### src/rtl/decoder_scan_sequencer_pkg.sv
// decoder_scan_pkg: shared constants and the FSM state type for the
// decoder scan sequencer.
//   NUM_CH  - number of decoder output channels (3-to-8 decoder)
//   CH_W    - width of the decoder select
//   state_e - sequencer FSM state (IDLE / ACTIVE)
package decoder_scan_pkg;

   localparam int NUM_CH = 8;
   localparam int CH_W   = 3;

   typedef enum logic {
      IDLE   = 1'b0,
      ACTIVE = 1'b1
   } state_e;

endpackage

### src/rtl/decoder_scan_sequencer_if.sv
// decoder_scan_sequencer_if: control and decoder-drive bundle of the
// decoder scan sequencer.
//   start, stop, cont, dwell, mask : request side (master -> slave)
//   en, a, busy, done              : decoder drive and status (slave -> master)
//
// Request semantics: this is a level/pulse request bus, not valid/ready.
// start is a request that is accepted only on a rising clock edge where the
// sequencer is idle and stop is low; cont, dwell and mask are sampled on that
// same edge and ignored at every other time. stop is honoured on any edge and
// wins over start. busy high means a start would be ignored; done is a
// one-cycle completion pulse during which a new start is already accepted.
interface decoder_scan_sequencer_if
   import decoder_scan_pkg::*;
#(
   parameter int DWELL_W = 8
);

   logic               start;
   logic               stop;
   logic               cont;
   logic [DWELL_W-1:0] dwell;
   logic [NUM_CH-1:0]  mask;
   logic               en;
   logic [CH_W-1:0]    a;
   logic               busy;
   logic               done;

   modport master (
      output start, stop, cont, dwell, mask,
      input  en, a, busy, done
   );

   modport slave (
      input  start, stop, cont, dwell, mask,
      output en, a, busy, done
   );

endinterface

### src/rtl/decoder_scan_sequencer_scan_next_sel.sv
// scan_next_sel: combinational channel search over an enable mask.
//   mask_i       - channel enable mask, bit i = channel i
//   cur_i        - currently selected channel
//   next_found_o - a set bit exists strictly above cur_i
//   next_idx_o   - lowest set bit strictly above cur_i (0 when none)
//   first_idx_o  - lowest set bit of mask_i (0 when mask is empty)
//   any_o        - mask_i is non-zero
module scan_next_sel
   import decoder_scan_pkg::*;
(
   input  logic [NUM_CH-1:0] mask_i,
   input  logic [CH_W-1:0]   cur_i,
   output logic              next_found_o,
   output logic [CH_W-1:0]   next_idx_o,
   output logic [CH_W-1:0]   first_idx_o,
   output logic              any_o
);

   // Walk from the top channel down so the last hit written is the lowest.
   always_comb begin
      next_found_o = 1'b0;
      next_idx_o   = '0;
      first_idx_o  = '0;
      for (int i = NUM_CH - 1; i >= 0; i--) begin
         if (mask_i[i]) begin
            first_idx_o = CH_W'(i);
            if (i > int'(cur_i)) begin
               next_found_o = 1'b1;
               next_idx_o   = CH_W'(i);
            end
         end
      end
   end

   assign any_o = |mask_i;

endmodule

### src/rtl/decoder_scan_sequencer.sv
// decoder_scan_sequencer: registered scan sequencer for a 3-to-8 decoder.
// On an accepted start it steps the decoder select through every unmasked
// channel in ascending order, holding each for dwell+1 cycles, once or
// continuously, and reports busy/done.
//   clk     - system clock, rising edge
//   rst     - asynchronous, active-high reset
//   ctrl    - slave side of decoder_scan_sequencer_if (request + decoder drive)
//   state_o - current FSM state, for observation
module decoder_scan_sequencer
   import decoder_scan_pkg::*;
#(
   parameter int DWELL_W = 8
)(
   input  logic                          clk,
   input  logic                          rst,
   decoder_scan_sequencer_if.slave       ctrl,
   output state_e                        state_o
);

   state_e              state_q, state_d;
   logic [NUM_CH-1:0]   mask_q, mask_d;
   logic [DWELL_W-1:0]  dwell_q, dwell_d;
   logic                cont_q, cont_d;
   logic [DWELL_W-1:0]  cnt_q, cnt_d;
   logic                en_q, en_d;
   logic [CH_W-1:0]     a_q, a_d;
   logic                done_q, done_d;

   logic [NUM_CH-1:0]   sel_mask;
   logic                next_found;
   logic [CH_W-1:0]     next_idx;
   logic [CH_W-1:0]     first_idx;
   logic                any_set;

   // In IDLE the search must see the incoming mask (first channel of a new
   // pass); in ACTIVE it walks the latched mask from the current channel.
   assign sel_mask = (state_q == IDLE) ? ctrl.mask : mask_q;

   scan_next_sel u_next_sel (
      .mask_i       (sel_mask),
      .cur_i        (a_q),
      .next_found_o (next_found),
      .next_idx_o   (next_idx),
      .first_idx_o  (first_idx),
      .any_o        (any_set)
   );

   always_comb begin
      state_d = state_q;
      mask_d  = mask_q;
      dwell_d = dwell_q;
      cont_d  = cont_q;
      cnt_d   = cnt_q;
      en_d    = en_q;
      a_d     = a_q;
      done_d  = 1'b0;

      unique case (state_q)
         IDLE: begin
            en_d = 1'b0;
            a_d  = '0;
            if (ctrl.start && !ctrl.stop) begin
               mask_d  = ctrl.mask;
               dwell_d = ctrl.dwell;
               cont_d  = ctrl.cont;
               if (!any_set) begin
                  done_d = 1'b1;
               end else begin
                  a_d     = first_idx;
                  en_d    = 1'b1;
                  cnt_d   = ctrl.dwell;
                  state_d = ACTIVE;
               end
            end
         end
         ACTIVE: begin
            if (ctrl.stop) begin
               en_d    = 1'b0;
               a_d     = '0;
               cnt_d   = '0;
               state_d = IDLE;
            end else if (cnt_q != '0) begin
               cnt_d = cnt_q - DWELL_W'(1);
            end else if (next_found) begin
               a_d   = next_idx;
               cnt_d = dwell_q;
            end else if (cont_q) begin
               a_d   = first_idx;
               cnt_d = dwell_q;
            end else begin
               en_d    = 1'b0;
               a_d     = '0;
               done_d  = 1'b1;
               state_d = IDLE;
            end
         end
         default: state_d = IDLE;
      endcase
   end

   always_ff @(posedge clk or posedge rst) begin
      if (rst) begin
         state_q <= IDLE;
         mask_q  <= '0;
         dwell_q <= '0;
         cont_q  <= 1'b0;
         cnt_q   <= '0;
         en_q    <= 1'b0;
         a_q     <= '0;
         done_q  <= 1'b0;
      end else begin
         state_q <= state_d;
         mask_q  <= mask_d;
         dwell_q <= dwell_d;
         cont_q  <= cont_d;
         cnt_q   <= cnt_d;
         en_q    <= en_d;
         a_q     <= a_d;
         done_q  <= done_d;
      end
   end

   // en is high exactly while ACTIVE, so busy is the same register.
   assign ctrl.en   = en_q;
   assign ctrl.a    = a_q;
   assign ctrl.busy = en_q;
   assign ctrl.done = done_q;
   assign state_o   = state_q;

endmodule

### src/flat_wrapper.sv
// flat-port wrapper written by rule: the top's interface ports become plain ports
module decoder_scan_sequencer_flat import decoder_scan_pkg::*;
#(
   parameter int DWELL_W = 8
)
  (clk, rst, state_o, ctrl_start, ctrl_stop, ctrl_cont, ctrl_dwell, ctrl_mask, ctrl_en, ctrl_a, ctrl_busy, ctrl_done);
  decoder_scan_sequencer_if #(.DWELL_W(DWELL_W)) ctrl_i ();
  input  logic clk;
  input  logic rst;
  output state_e state_o;
  input wire logic [$bits(ctrl_i.start)-1:0] ctrl_start;
  input wire logic [$bits(ctrl_i.stop)-1:0] ctrl_stop;
  input wire logic [$bits(ctrl_i.cont)-1:0] ctrl_cont;
  input wire logic [$bits(ctrl_i.dwell)-1:0] ctrl_dwell;
  input wire logic [$bits(ctrl_i.mask)-1:0] ctrl_mask;
  output wire logic [$bits(ctrl_i.en)-1:0] ctrl_en;
  output wire logic [$bits(ctrl_i.a)-1:0] ctrl_a;
  output wire logic [$bits(ctrl_i.busy)-1:0] ctrl_busy;
  output wire logic [$bits(ctrl_i.done)-1:0] ctrl_done;
  assign ctrl_i.start = ctrl_start;
  assign ctrl_i.stop = ctrl_stop;
  assign ctrl_i.cont = ctrl_cont;
  assign ctrl_i.dwell = ctrl_dwell;
  assign ctrl_i.mask = ctrl_mask;
  assign ctrl_en = ctrl_i.en;
  assign ctrl_a = ctrl_i.a;
  assign ctrl_busy = ctrl_i.busy;
  assign ctrl_done = ctrl_i.done;
  decoder_scan_sequencer #(.DWELL_W(DWELL_W)) u_core (.clk(clk), .rst(rst), .ctrl(ctrl_i), .state_o(state_o));
endmodule
### config.mk
export PLATFORM = sky130hd
export DESIGN_NAME = decoder_scan_sequencer_flat
export DESIGN_NICKNAME = d
export VERILOG_FILES = /design/src/rtl/decoder_scan_sequencer_pkg.sv /design/src/rtl/decoder_scan_sequencer_if.sv /design/src/rtl/decoder_scan_sequencer_scan_next_sel.sv /design/src/rtl/decoder_scan_sequencer.sv /design/src/flat_wrapper.sv
export SDC_FILE = /design/constraint.sdc
export NUM_CORES = 1
export LEC_CHECK = 0
export CORE_ASPECT_RATIO = 1.1
export CORE_MARGIN = 3
export CORE_UTILIZATION = 45
export CTS_CLUSTER_DIAMETER = 40
export DETAILED_ROUTE_END_ITERATION = 16
export PLACE_DENSITY = 0.7
export SLEW_MARGIN = 40
export SYNTH_ARGS = -nofsm -noshare
export SYNTH_HDL_FRONTEND = slang
export SYNTH_SLANG_ARGS = --single-unit
### constraint.sdc
create_clock -name clk -period 2.5 [get_ports clk]
set_input_delay 0.75 -clock clk [delete_from_list [all_inputs] [get_ports clk]]
set_output_delay 0.75 -clock clk [all_outputs]
set_load 0.01 [all_outputs]
Yosys cells after proc, flatten, opt, wreduce, memory -nomap -nowiden
Cells that the tools add are included.

Logic and storage cells: 100. Output and inout bits: 7. Bits of input ports: 21. Flip-flop bits (word level): 31.

Bitwise gates (word level): 1. Multiplexer cells: 70. Reduce and logical (&&, ||, !) cells: 7. $lt $le $gt $ge: 7. Add/sub/neg operators: 1. Equal/unequal tests: 6.

Operators with widths (number): 3-bit 2-to-1 mux (28); 8-bit 2-to-1 mux (7); 1-bit 2-to-1 mux (30); 8-bit case mux with 2 select lines (1); 3-bit > comparator (first input constant) (4); 3-bit != test (second input constant) (3); 8-bit nonzero test (1); 8-bit OR reduction (1); 8-bit by 1-bit subtractor with 8-bit output (second input constant) (1); 2-bit by 3-bit > comparator with 1-bit output (first input constant) (2); 1-bit case mux with 2 select lines (3); 3-bit case mux with 2 select lines (1); 3-bit AND reduction (2); 5-bit != test (second input constant) (1); 1-bit by 3-bit > comparator with 1-bit output (first input constant) (1); 2-bit by 1-bit != test with 1-bit output (second input constant) (1); 2-bit != test (second input constant) (1); 2-bit AND reduction (1); 1-bit logical AND (1); 1-bit logical NOT (1); 1-bit inverter (1).

Longest topological paths before layout
Gate-level depths: netlist of the first run.

Depth after elaboration: 19. Depth in mapped cells: 9. Depth with buffers taken out: 7.

Hierarchy
From an unflattened synthesis of the first run, not the netlist that was laid out.

Cell total of the unflattened synthesis: 203. Area, all modules: 1905.6 um^2.

Modules (own cells, without submodules): decoder_scan_sequencer (area each 1665.3 um^2, cells each 163, sequential area each 775.7 um^2, instances 1); scan_next_sel (area each 240.2 um^2, cells each 40, sequential area each 0.0 um^2, instances 1).

Worst setup path after synthesis of the first run
OpenSTA, ideal clock, no wires.

Kind: input port to flip-flop. Start point: input port ctrl_mask[5]. End point: register u_core.cnt_q[6]. Setup time: 0.125 ns. Arrival: 2.075 ns. Buffers on the path: 0. Data required time: 2.375 ns. Path slack: 0.300 ns. Cell stages on the path: 5. Cells stage by stage: mux2_2 o2bb2ai_2 nor4_4 a22oi_4 mux2_4.

Longest elaborated chain between the ends: 14. Elaborated cells between the ends (all ways): 18. Classes of those cells: eq/ne: 2; mux: 14; reduce/logical: 2.

RTL lines: from (decl) (line flat_wrapper.sv:15) `input wire logic [$bits(ctrl_i.mask)-1:0] ctrl_mask;`; 8-bit 2-to-1 mux * (line decoder_scan_sequencer.sv:37) `assign sel_mask = (state_q == IDLE) ? ctrl.mask : mask_q;`; 1-bit 2-to-1 mux (line decoder_scan_sequencer_scan_next_sel.sv:25) `if (mask_i[i]) begin`; 1-bit 2-to-1 mux (line decoder_scan_sequencer_scan_next_sel.sv:27) `if (i > int'(cur_i)) begin`; 1-bit 2-to-1 mux (line decoder_scan_sequencer_scan_next_sel.sv:25); 1-bit 2-to-1 mux (line decoder_scan_sequencer_scan_next_sel.sv:27); 1-bit 2-to-1 mux (line decoder_scan_sequencer_scan_next_sel.sv:25); 1-bit 2-to-1 mux (line decoder_scan_sequencer_scan_next_sel.sv:27); 1-bit 2-to-1 mux (line decoder_scan_sequencer_scan_next_sel.sv:25); 1-bit 2-to-1 mux (line decoder_scan_sequencer_scan_next_sel.sv:27); 1-bit 2-to-1 mux (line decoder_scan_sequencer_scan_next_sel.sv:25); 8-bit 2-to-1 mux (line decoder_scan_sequencer.sv:84) `end else if (next_found) begin`; 8-bit 2-to-1 mux (line decoder_scan_sequencer.sv:82) `end else if (cnt_q != '0) begin`; 8-bit 2-to-1 mux (line decoder_scan_sequencer.sv:77) `if (ctrl.stop) begin`; 8-bit case mux with 2 select lines (line decoder_scan_sequencer.sv:58) `unique case (state_q)`; to (signal assigned) (line decoder_scan_sequencer.sv:116) `cnt_q <= cnt_d;`; to (decl) (line decoder_scan_sequencer.sv:24) `logic [DWELL_W-1:0] cnt_q, cnt_d;`.

Mark *: on every way between the ends. The rest lies on a longest branch, timed or not. A chain may end at the register's enable or synchronous reset.

Worst setup path after layout of the first run
Start point: register u_core.state_q, in the netlist u_core.state_o. End point: output port state_o.

RTL lines: from (decl) (line decoder_scan_sequencer.sv:20) `state_e state_q, state_d;`; from (signal assigned) (line decoder_scan_sequencer.sv:112) `state_q <= state_d;`; to (decl) (line flat_wrapper.sv:10) `output state_e state_o;`.

No word-level cell between the ends.

==> impl_results.md, run 1 <==
- Run status: finished clean
- Fin nets: 287
- Multi-input gate area: 0.00127 mm²
- Final cycle utilization of the critical path: 0.962
- PD cells: 692 mW/mm²
- Total gr overflow: 0
- Most frequent cell after synthesis: dfrtp_1
- Final setup fails: 0
- Clock slew seen by the registers of the worst setup and hold paths: roughly 70 ps
- DP HPWL: 4000 µm
- DRC Markers: 0
- Critical Path AT: 1660 ps
- Top FF cell, synth: dfrtp_1
- Top cell type's share of synthesized area: 0.359
- CTS tree: done
- Total negative setup slack: 0 ps
- Placed Cells: 311
- Starting density of the core: 0.484
- Critical path cell sequence: clkdlybuf4s50_1
- WHS: about 490 ps
- Post-Synth Adder-Cell Area: 0.0116
- Post-synth EDFFs: 0
- First-pass detailed-route iteration total: 7
- # rows: 25
- CP endpoint kind: output pin
- Hold_buf cts: 0
- CP Class: reg2out
- Clock tree buffer depth: 2
- Slowest stage delay, CP: 720 ps
- Total power draw: 1880 µW
- Area leader, netlist: dfrtp_1
- WP data required: between 1500 and 2000 ps
- Max cap viols: 0
- Non-Filler Instances: roughly 320
- RSZ-0062 raised after global routing: false
- Met1 WL: 2340 µm
- Post-synth top cells: 31 x dfrtp_1, 15 x mux2_2, 15 x nor2_1
- Routed vias: 1907
- Die Wd: 72.1 µm
- Leak Pwr: about 0.0011 µW
- Final min period: 2410 ps
- Worst-path fanout max: 13
- I/O pin count: 28
- Mean Syn Cell Area: 10.0 µm²
- Total CTS buffers: 5
- Fmax: 416 MHz
- Setup crit start kind: flop
- Met2 WL: 2640 µm
- Fillers: 394
- Initial DRC Count: 103
- First-pass GRT wire length: 8760 µm
- Worst VDD drop: 0.000428 V
- #FFs+latches synth: 31
- Synthesis-to-layout area growth: 25.4%
- WP buf/inv: 1
- Syn nets: between 200 and 250
- Vias per inst: 5.98
- Gr usage total: 0.200
- Xor/xnor cell area share of the yosys netlist: 0
- Clock skew: just under 5 ps
- Final core occ: 0.607
- Die Y: 78.7 µm
- Top layer in use: met4
- Async SR Flop Fraction: 1.00
- Worst Max-Slew Pin Slew: about 680 ps
- Die Area: 0.00568 mm²
- Yosys Warn Count: 0
- Cell family contributing the most delay on the critical path: flip-flops
- FF/Latch Area: between 700 and 800 µm²
- Met3 routed wirelength: 209 µm
- Root buffer cell: clkbuf_8
- Final hold viol count: 0
- Post-cts gate resize count: 0
- Port Buffers: 27
- Crit path max-delay cell type: dfrtp_1
- Slew HR: 0.544
- Register area share after synthesis: 0.359
- Simple-Gate Fraction of Synth Area: 0.175
- RD Place Congestion: 0.863
- Vias in the first global route: 1857
- Synth unique cells: 62
- CTS sink count: 31
- Largest family of logic cells by synthesized area: compound AO/OA/AOI/OAI gates
- Share of layout cells above drive strength 1: 0.272
- Hold Crit Class: reg2reg
- Initial antenna violation count: 0
- Main area contributors after synthesis: dfrtp_1 36%, mux2_2 7.8%, mux2_4 2.8%
- # diodes: 0
- Post-Syn Area: 0.00216 mm²
- Worst-skew pair later-pin latency: 290 ps
- Core area: 0.00447 mm²
- Compound-Gate Fraction of Synth Area: 0.260
- Gate Count Post-Synth: 216
- Largest net degree at the start of global routing: 32
- Post-CTS Setup Bufs: 0
- Final WL: roughly 5300 µm
- Proportion of synthesized area in mux cells: 0.139
- H-tree depth: 2
- Wire per inst: 16.6 µm
- Post-DRT Antenna Nets: 0
- Fin. max-slew vios: 0
## cell families (layout without fill, tap and decap cells)
logic type	Yosys count	count (layout)
compound gates	68	68
buf+inv	22	71
fa+ha+maj	2	2
flops	31	31
simple gates	68	68
mux	25	25
## metrics by stage
| stage | setup WS [ps] | area, µm² |
|---|---|---|
| floorplan | 300 | 2160 |
| detailed placement | -179 | 2610 |
| global route | 1.38 | 2710 |
| global placement | -155 | 2610 |
| CTS | 91.3 | 2710 |
| finish | 94.0 | 2710 |
## routing by layer
metal / GRT usage / up-vias
li1: - / 931
met2: 0.342 / 43
met5: 0 / -
met3: 0.0430 / 10
met4: 0.0846 / 0
met1: 0.239 / 923
## layout by cell type, fill, tap and decap left out, types with 3 or more instances in the layout
| cell type | instances |
|---|---|
| dfrtp_1 | 31 |
| clkdlybuf4s50_1 | 27 |
| buf_4 | 26 |
| nor2_1 | 15 |
| mux2_2 | 15 |
| nand2_1 | 11 |
| inv_1 | 10 |
| o21ai_0 | 10 |
| nor3_1 | 8 |
| clkbuf_8 | 7 |
| nor2b_1 | 6 |
| a21oi_1 | 6 |
| or3_1 | 5 |
| mux2i_1 | 5 |
| a222oi_1 | 5 |
| o22ai_1 | 4 |
| nor3b_1 | 4 |
| mux2_4 | 4 |
| a211oi_1 | 4 |
| nand2b_1 | 3 |
| o2bb2ai_1 | 3 |
| a21o_1 | 3 |
| nand3_1 | 3 |
| or2_2 | 3 |
| o211ai_1 | 3 |
## sequential cells by signal, summed over array words and instances, names as in the netlist
| name | count |
|---|---|
| u_core.dwell_q | 8 |
| u_core.state_o | 1 |
| u_core.ctrl.done | 1 |
| u_core.ctrl.busy | 1 |
| u_core.mask_q | 8 |
| u_core.cont_q | 1 |
| u_core.cnt_q | 8 |
| u_core.ctrl.a | 3 |
## worst reg2reg max path: cells and delay by family, from the launching register on
kind	cells	cell delay, ps
buf+inv	2	460
simple gates	1	350
flops	1	720
compound gates	4	760
## layout make-up
type | instances | area share
multi-input cells | 163 | 0.467
flip-flops and latches | 31 | 0.286
repair buffers | 53 | 0.172
clock buffers | 8 | 0.0369
well taps | 54 | 0.0249
inverters | 10 | 0.0138
## power breakdown
part	switching [µW]	internal (µW)
clock network	192	251
logic	326	361
registers	139	609
## final timing paths
path,end,start,slack (ps),cells after the start
min,u_core.dwell_q[3]$_DFFE_PP0P_,u_core.dwell_q[3]$_DFFE_PP0P_,490,2
max,state_o,u_core.state_o$_DFF_PP0_,90,1
min reg2reg,u_core.dwell_q[3]$_DFFE_PP0P_,u_core.dwell_q[3]$_DFFE_PP0P_,490,2
max reg2reg,u_core.cnt_q[3]$_DFFE_PP0P_,u_core.state_o$_DFF_PP0_,140,7
min in group asynchronous,u_core.mask_q[0]$_DFFE_PP0P_,rst,840,3
max in group asynchronous,u_core.mask_q[7]$_DFFE_PP0P_,rst,1360,3
No activity file was read; power rests on OpenSTA's default activity.
==> run 2, diff against run 1 <==
DONT_BUFFER_PORTS = 1   (was unset)
PLACE_DENSITY = 0.63   (was 0.7)
==> run 2 against run 1 <==
Net effect: global-route usage down 0.24 points; total power is 0.42% lower; via count is 5.5% lower; cell count down 13%; combinational power down 13%; first-iteration DRC count rose by 50%; final area decreased by 13%; core utilization fell by 8.0 points; hold slack lost 58 ps; die area stayed put; largest power group unchanged.
==> impl_results.md, run 2 (same netlist as run 1, synthesis figures left out) <==
- Final WL: 5470 µm (+3.1%)
- Hold Crit Class: in2async
- Synthesis-to-layout area growth: 8.91%
- Slowest stage delay, CP: 570 ps (-150 ps)
- Fillers: 412 (+4.6%)
- Worst VDD drop: 0.000375 V (-12%)
- First-pass detailed-route iteration total: 5 (-2)
- DRC Markers: 0 (unchanged)
- Fmax: 423 MHz (+1.9%)
- PD cells: 794 mW/mm² (+15%)
- Initial DRC Count: 154 (+50%)
- Worst-path fanout max: 8 (-5)
- Most frequent cells in the layout: 31 x dfrtp_1, 15 x nor2_1, 15 x mux2_2
- Root buffer cell: clkbuf_8
- Placement Cell Area: 0.00224 mm² (-14%)
- P_int: 1220 µW (-0.22%)
- Clock power frac: 0.277 (+0.041)
- Hold_buf cts: 0 (unchanged)
- Vias in the first global route: 1873 (+0.86%)
- CTS tree: done
- NetSw: 652 µW (-0.80%)
- Post-DRT Antenna Nets: 0 (unchanged)
- WP buf/inv: 1 (unchanged)
- Post-cts gate resize count: 0 (unchanged)
- Combinational Power Share: 0.321 (-0.045)
- CTS sink count: 31 (unchanged)
- Starting density of the core: 0.484 (unchanged)
- Setup crit start kind: flop
- Die Area: 0.00568 mm² (unchanged)
- Total CTS buffers: 5 (unchanged)
- Commonest non-fill, non-tap cell in the layout: dfrtp_1
- Initial antenna violation count: 0 (unchanged)
- CP Class: reg2reg
- Gr usage total: 0.197 (-0.00244)
- Fin nets: 246 (-14%)
- Clock tree buffer depth: 2 (unchanged)
- Total negative setup slack: 0 ps (unchanged)
- Crit path max-delay cell type: dfrtp_1
- RD Place Congestion: 0.939 (+8.9%)
- Critical Path AT: 2530 ps (+870 ps)
- Routed vias: 1802 (-5.5%)
- Run status: finished clean
- Slew HR: 0.464 (-0.0795)
- Clock skew: 7.59 ps (+2.76 ps)
- Seq pwr share: 0.402 (+0.004)
- Clock slew seen by the registers of the worst setup and hold paths: 70 ps (about the same)
- Final cycle utilization of the critical path: 0.945 (-0.0178)
- CP endpoint kind: flop
- Total gr overflow: 0 (unchanged)
- Die Wd: 72.1 µm (unchanged)
- Share of layout cells above drive strength 1: 0.263 (-0.00831)
- Finished Cell Area: 0.00236 mm² (-13%)
- Worst-skew pair later-pin latency: 280 ps (about the same)
- Leak Pwr: 0.000967 µW (-14%)
- I/O pin count: 28 (unchanged)
- WHS: 432 ps (-58.0 ps)
- Final setup fails: 0 (unchanged)
- # rows: 25 (unchanged)
- Switching share of power: 0.348 (-0.00131)
- Die Y: 78.7 µm (unchanged)
- H-tree depth: 2 (unchanged)
- Post-CTS Setup Bufs: 0 (unchanged)
- Core area: 0.00447 mm² (unchanged)
- Port Buffers: 0 (-100%)
- Total power draw: 1870 µW (-0.42%)
- Critical path cell sequence: buf_4, or3b_1, a2bb2o_2, o21ai_2, a22oi_4, mux2_4
- WP data required: 2670 ps (+920 ps)
- First-pass GRT wire length: 8730 µm (-0.32%)
- Biggest regs: u_core.cnt_q: 8 flops, u_core.dwell_q: 8 flops, u_core.mask_q: 8 flops
- Wire per inst: 19.7 µm (+18%)
- # diodes: 0 (unchanged)
- Worst Max-Slew Pin Slew: 797 ps (+118 ps)
- Vias per inst: 6.48 (+8.4%)
- Largest net degree at the start of global routing: 32 (unchanged)
- Fin. max-slew vios: 0 (unchanged)
- Final min period: 2360 ps (-44.5 ps)
- Final hold viol count: 0 (unchanged)
- Cell family contributing the most delay on the critical path: compound AO/OA/AOI/OAI gates
- Max cap viols: 0 (unchanged)
- RSZ-0062 raised after global routing: false
- DP HPWL: 4090 µm (+2.2%)
run 2: cell count changes in the layout (fill, tap and decap cells not counted), sizes merged:
cell,previous run,this run
bufinv,0,1
buf,26,12
clkbuf,8,6
clkdlybuf4s50,27,0
clkinv,0,1
run 2: worst reg2reg max path: stages (launching register included):
cell and delay, ps:
dfrtp_1 570, buf_4 210, or3b_1 380, a2bb2o_2 340, o21ai_2 260, a22oi_4 150
mux2_4 330
run 2: path summary, 6_finish.rpt:
path,cells past startpoint,start,end,slack [ps]
worst max-delay path,6,u_core.state_o$_DFF_PP0_,u_core.cnt_q[6]$_DFFE_PP0P_,140
worst min-delay path,2,rst,u_core.mask_q[0]$_DFFE_PP0P_,430
worst max register to register,6,u_core.state_o$_DFF_PP0_,u_core.cnt_q[6]$_DFFE_PP0P_,140
worst min register to register,2,u_core.dwell_q[3]$_DFFE_PP0P_,u_core.dwell_q[3]$_DFFE_PP0P_,500
max in group asynchronous,2,rst,u_core.cnt_q[6]$_DFFE_PP0P_,1780
min in group clk,2,u_core.dwell_q[3]$_DFFE_PP0P_,u_core.dwell_q[3]$_DFFE_PP0P_,500
run 2: final cells by class:
class,instances,area (µm²),share of cell area
timing repair buffer,12,90.1,0.0382
multi-input combinational,163,1270,0.538
sequential,31,776,0.329
clock inverter,2,35.0,0.0149
tap,54,67.6,0.0287
inverter,10,37.5,0.0159
clock buffer,6,82.6,0.0351
run 2: power groups by stage:
stage	Clock [µW]	Combinational, µW	Sequential (µW)
after global routing	548	661	771
after CTS	531	596	750
after floorplan	0	508	704
after global placement	0	581	748
after detailed placement	0	593	758
final	518	601	752
run 2: metal layers:
layer | global-route usage | up-vias | share of wire
met3 | 0.0494 | 17 | 0.056
met5 | 0 | - | 0
li1 | - | 843 | -
met1 | 0.226 | 881 | 0.42
met2 | 0.332 | 61 | 0.49
met4 | 0.107 | 0 | 0.035
run 2: per-stage QoR:
step                setup slack (ps)  cells   util
floorplan                        300    216      -
global placement                 206    270  0.500
detailed placement               175    270  0.500
CTS                              154    278  0.527
global route                    43.1    278  0.527
finish                           138    278  0.527
==> run 3, diff against run 2 <==
CAP_MARGIN = 20   (was unset)
==> results of run 3 <==
No change in the layout: final DEF, timing and power equal those of run 2.
